## config.mk

```make
export PLATFORM = sky130hd
export DESIGN_NAME = bus_arbiter_16
export DESIGN_NICKNAME = d
export VERILOG_FILES = /design/src/rtl/arb_pkg.sv /design/src/rtl/grant_dec16.sv /design/src/rtl/bus_arbiter_16.sv
export SDC_FILE = /design/constraint.sdc
export NUM_CORES = 1
export LEC_CHECK = 0
export BUFFER_PORTS_ARGS = -buffer_cell sky130_fd_sc_hd__buf_4
export CAP_MARGIN = 20
export CELL_PAD_IN_SITES_DETAIL_PLACEMENT = 0
export CELL_PAD_IN_SITES_GLOBAL_PLACEMENT = 1
export CORE_UTILIZATION = 40
export DETAILED_ROUTE_END_ITERATION = 10
export PLACE_DENSITY = 0.73
export SYNTH_ARGS = -nofsm -noshare
export SYNTH_HDL_FRONTEND = slang
export SYNTH_SLANG_ARGS = --single-unit
```

## constraint.sdc

```tcl
create_clock -name Clock -period 6.63 [get_ports Clock]
set_input_delay 1.326 -clock Clock [delete_from_list [all_inputs] [get_ports Clock]]
set_output_delay 1.326 -clock Clock [all_outputs]
set_load 0.01 [all_outputs]
```

## src/rtl/arb_pkg.sv

```systemverilog
// Shared constants and state encoding for the 16-way bus arbiter.
package arb_pkg;

  typedef enum logic {
    IDLE  = 1'b0,
    GRANT = 1'b1
  } arbState_t;

  localparam int NUM_REQ                = 16;
  localparam int ID_W                   = 4;
  localparam int DEFAULT_TIMEOUT_CYCLES = 64;

endpackage

```

## src/rtl/grant_dec16.sv

```systemverilog
// Binary index to one-hot decoder; output is all-zero when en is low.
module grant_dec16
  import arb_pkg::*;
(
  input  logic [ID_W-1:0]    id,
  input  logic               en,
  output logic [NUM_REQ-1:0] oneHot
);

  for (genvar gi = 0; gi < NUM_REQ; gi++) begin : gDec
    assign oneHot[gi] = en && (id == ID_W'(gi));
  end

endmodule

```

## src/rtl/bus_arbiter_16.sv

```systemverilog
// 16-requester round-robin arbiter with one idle bubble after every release.
// Optional grant-length limit compiled in with `define ARB_TIMEOUT_EN.
module bus_arbiter_16
  import arb_pkg::*;
#(
  parameter int TIMEOUT_CYCLES = DEFAULT_TIMEOUT_CYCLES
) (
  input  logic               Clock,
  input  logic               Reset_n,
  input  logic [NUM_REQ-1:0] Req,
  input  logic               Done,
  output logic [NUM_REQ-1:0] Grant,
  output logic [ID_W-1:0]    GrantId,
  output logic               GrantValid,
  output logic               Timeout
);

  if (TIMEOUT_CYCLES < 2 || TIMEOUT_CYCLES > 65535) begin : gBadTimeout
    $error("bus_arbiter_16: TIMEOUT_CYCLES out of range 2..65535");
  end

  arbState_t       stateReg;
  logic [ID_W-1:0] ptrReg;
  logic [ID_W-1:0] grantIdReg;
  logic            grantValidReg;

  logic [ID_W-1:0] pickId;
  logic            pickFound;
  logic [ID_W-1:0] cand;
  logic            releaseReq;
  logic            expire;

  // Rotating priority: first requester at or after ptrReg, wrapping 15 -> 0.
  always_comb begin
    pickId    = '0;
    pickFound = 1'b0;
    cand      = '0;
    for (int i = 0; i < NUM_REQ; i++) begin
      cand = ptrReg + ID_W'(i);
      if (!pickFound && Req[cand]) begin
        pickId    = cand;
        pickFound = 1'b1;
      end
    end
  end

  assign releaseReq = Done || !Req[grantIdReg];

`ifdef ARB_TIMEOUT_EN
  logic [15:0] grantCnt;
  logic        timeoutReg;

  assign expire = (stateReg == GRANT) && (grantCnt == 16'(TIMEOUT_CYCLES - 1));

  // Counter sits at zero in IDLE, so every grant starts counting from zero.
  always_ff @(posedge Clock or negedge Reset_n) begin
    if (!Reset_n) begin
      grantCnt   <= '0;
      timeoutReg <= 1'b0;
    end else begin
      grantCnt   <= (stateReg == GRANT) ? grantCnt + 16'd1 : 16'd0;
      timeoutReg <= expire && !releaseReq;
    end
  end

  assign Timeout = timeoutReg;
`else
  assign expire  = 1'b0;
  assign Timeout = 1'b0;
`endif

  always_ff @(posedge Clock or negedge Reset_n) begin
    if (!Reset_n) begin
      stateReg      <= IDLE;
      ptrReg        <= '0;
      grantIdReg    <= '0;
      grantValidReg <= 1'b0;
    end else begin
      case (stateReg)
        IDLE: begin
          if (pickFound) begin
            stateReg      <= GRANT;
            grantIdReg    <= pickId;
            grantValidReg <= 1'b1;
          end
        end
        GRANT: begin
          if (releaseReq || expire) begin
            stateReg      <= IDLE;
            grantValidReg <= 1'b0;
            ptrReg        <= grantIdReg + 1'b1;
          end
        end
        default: begin
          stateReg      <= IDLE;
          grantValidReg <= 1'b0;
        end
      endcase
    end
  end

  assign GrantId    = grantIdReg;
  assign GrantValid = grantValidReg;

  grant_dec16 uDec (
    .id     (grantIdReg),
    .en     (grantValidReg),
    .oneHot (Grant)
  );

endmodule

```

==> metrics <==
endpoint with the worst hold slack=GrantId[3]; Filler Cells Inserted=722; post-route ant nets=0; Post-Syn Area=3040 um^2; count of endpoints failing hold in the final timing report=0; clock latency reported for the late side of the worst-skew pair=0.24 ns; CTS max path bufs=2; total routing resource utilization after global routing=26.4%; Hold Crit Start=stateReg; WS Path Type=flop to flop; initial antenna violation count=0; floorplan die area=7960 um^2; instance count of the mapped netlist=331; Yosys cell types=60; maximum number of pins on one net before global-route repair=34; Max Fanout on Critical Path=30; routed via count=3089; # rows=31; effective utilization at floorplan=41.7%; HPWL Detailed=7610 um; Hold Path Cell Cnt=2; skew final=0.00468 ns; pre-CTS WS=1.77 ns; final routed wirelength across all metal layers=9930 um; capture point of the worst reg-to-reg path=GrantId[2]; min Tclk post-route=4.85 ns; mean post-synth cell area=9.20 um^2; final core occ=47.6%; post-route worst setup slack=1.78 ns; DRC violation total after the first TritonRoute iteration=323; vertical die dimension=89.2 um; Register-to-Register Path Depth=12; leading post-synthesis cells by cell area=mux4_2, dfrtp_1, mux2i_1, ha_1, mux2_2; worst-case headroom to the max-slew limit=46.6%; Sequential Area=250 um^2; data required time of the critical path=6.80 ns; number of antenna repair diodes=0; Synth top area share=25.9%; max-slew violation count=0; vias in the first global route=2808; post-route setup TNS=0 ns; clock-pin transition on the worst setup and hold timing paths=0.05 ns; # Post-CTS Setup Buffers=0; final weighted congestion of routability-driven global placement=0.915; # nets final=392; router iterations before antenna repair=5; worst-case register-to-register setup slack=1.78 ns; die width=89.2 um; arrival time reported for the critical path endpoint=5.02 ns; Seq/Total Area, Yosys=8.22%; startpoint of the most critical register-to-register path=ptrReg[1]; global-route wire length before repair=15800 um; syn nets=361; Syn. warnings=0; Final Cycle Share=73.2%; flops & latches, synth=10; achievable clock frequency=0.206 GHz; slew of the pin with the lowest slew margin=0.801 ns; area occupied by multi-input gates=2640 um^2; unrepaired setup endpoints after global routing=no; max-cap check violation count=0; final setup vio count=0; number of flops mapped to enable cells by yosys=0; number of cells upsized or downsized after cts=0; Inserted Clock Buffers=3; final global-route overflow total=0; core box area=7290 um^2; proportion of register bits with asynchronous set or reset after synthesis=100%; number of buffers inserted by port buffering=39; post-detailed-route wirelength per cell=21.6 um; flip-flop cell with the highest count after synthesis=dfrtp_1; number of primary I/O pins=41; CTS sink count=10; number of levels the H-tree was split into=1; vias per inst=6.72; TritonCTS clock tree=yes; post-synthesis cell type with the largest combined area=mux4_2; outcome=finished, final reports clean; critical path startpoint category=flop; clock root buffer=clkbuf_8; Worst setup EP type=flop; count of unresolved DRC violations after routing=0; Hold WC Path Type=flop to flop; ratio of cells with drive above 1 in the final layout=29.1%; Post-CTS Hold Fix Bufs=0; Syn-to-layout area delta=14.0%
## placed cells by master, fill, tap and decap left out, types with 4 or more instances in the layout
master,netlist,layout
mux2i_1,18,18
a311oi_1,5,5
nand2b_1,6,6
nand2_1,19,19
mux2_2,10,10
mux4_2,35,35
and2_1,17,17
a21oi_1,21,21
o22ai_1,4,4
o21ai_0,14,14
dfrtp_1,10,10
inv_1,16,16
clkbuf_8,0,4
buf_4,2,45
nor2_1,30,30
nor3_1,9,9
xnor2_1,6,6
ha_1,11,11
o211ai_1,4,4
and3_1,4,4
xor2_1,5,5
nand3_1,6,6
or3_1,5,5
## worst max-delay path: stages, from the launching register on
cell and delay [ns]:
dfrtp_1 0.31, buf_4 0.38, inv_1 0.25, ha_1 0.69
mux4_2 0.63, mux2_2 0.31, a2111o_1 0.46, nor4_2 0.36
nand3_1 0.41, o41ai_2 0.58, or3_1 0.21, o22ai_1 0.08
nor2_1 0.10
## sequential cells by signal, indices dropped and copies added, names as in the netlist
signal and cells:
stateReg 1, GrantValid 1, ptrReg 4, GrantId 4
## logic make-up after synthesis
group	Yosys count	synth area share [%]
simple gates	116	20.7
mux	69	40.6
buf+inv	35	4.93
compound gates	78	17.8
other cells	1	0.123
xor+xnor	11	3.16
fa+ha+maj	11	4.52
flops	10	8.22
## stage by stage
stage	hold slack, ns	cells	area (um^2)
detailed placement	0.587	456	3420
global route	0.649	460	3470
floorplan	0.547	331	3040
global placement	0.588	456	3420
CTS	0.604	460	3470
finish	0.604	460	3470
## metal layers
| layer | share of wire, % | vias to the layer above | routed length (um) | global-route usage [%] |
|---|---|---|---|---|
| met5 | 0 | - | 0 | 0 |
| met4 | 4.8 | 0 | 474 | 12.4 |
| met3 | 5.6 | 38 | 556 | 3.05 |
| met2 | 47 | 151 | 4690 | 41.5 |
| met1 | 42 | 1529 | 4210 | 36.4 |
| li1 | - | 1371 | - | - |
## how the worst max path moves through the flow
| stage | startpoint | to | slack (ns) | cells past startpoint |
|---|---|---|---|---|
| floorplan | ptrReg[1] | GrantId[3] | 1.84 | 16 |
| global route | ptrReg[1] | GrantId[2] | 1.48 | 12 |
| detailed placement | Req[7] | GrantId[2] | 1.77 | 10 |
| CTS | ptrReg[1] | GrantId[2] | 1.82 | 12 |
| global placement | Req[7] | GrantId[2] | 1.83 | 10 |
| finish | ptrReg[1] | GrantId[2] | 1.78 | 12 |
## synth_stat cells (all sizes together), types with 3 or more instances
| master | n |
|---|---|
| mux2 | 10 |
| xnor2 | 6 |
| ha | 11 |
| nand3 | 6 |
| nor2b | 3 |
| a21oi | 21 |
| inv | 16 |
| clkbuf | 10 |
| dfrtp | 10 |
| o211ai | 4 |
| buf | 9 |
| mux2i | 18 |
| nand2 | 19 |
| mux4 | 41 |
| a311oi | 5 |
| a31oi | 3 |
| nand2b | 6 |
| a211oi | 3 |
| o22ai | 4 |
| nor3 | 9 |
| xor2 | 5 |
| and3 | 4 |
| nor4 | 5 |
| or3 | 5 |
| and2 | 17 |
| a2111oi | 3 |
| o21ai | 14 |
| nor2 | 30 |
## cell type report
type	count	area share, %
flip-flops and latches	10	7.21
clock buffers	4	1.59
well taps	99	3.57
repair buffers	45	9.73
multi-input cells	286	76.2
inverters	16	1.73
Power is not shown: default switching activity piles up to over one toggle a cycle in this logic, so the estimate is an artifact.
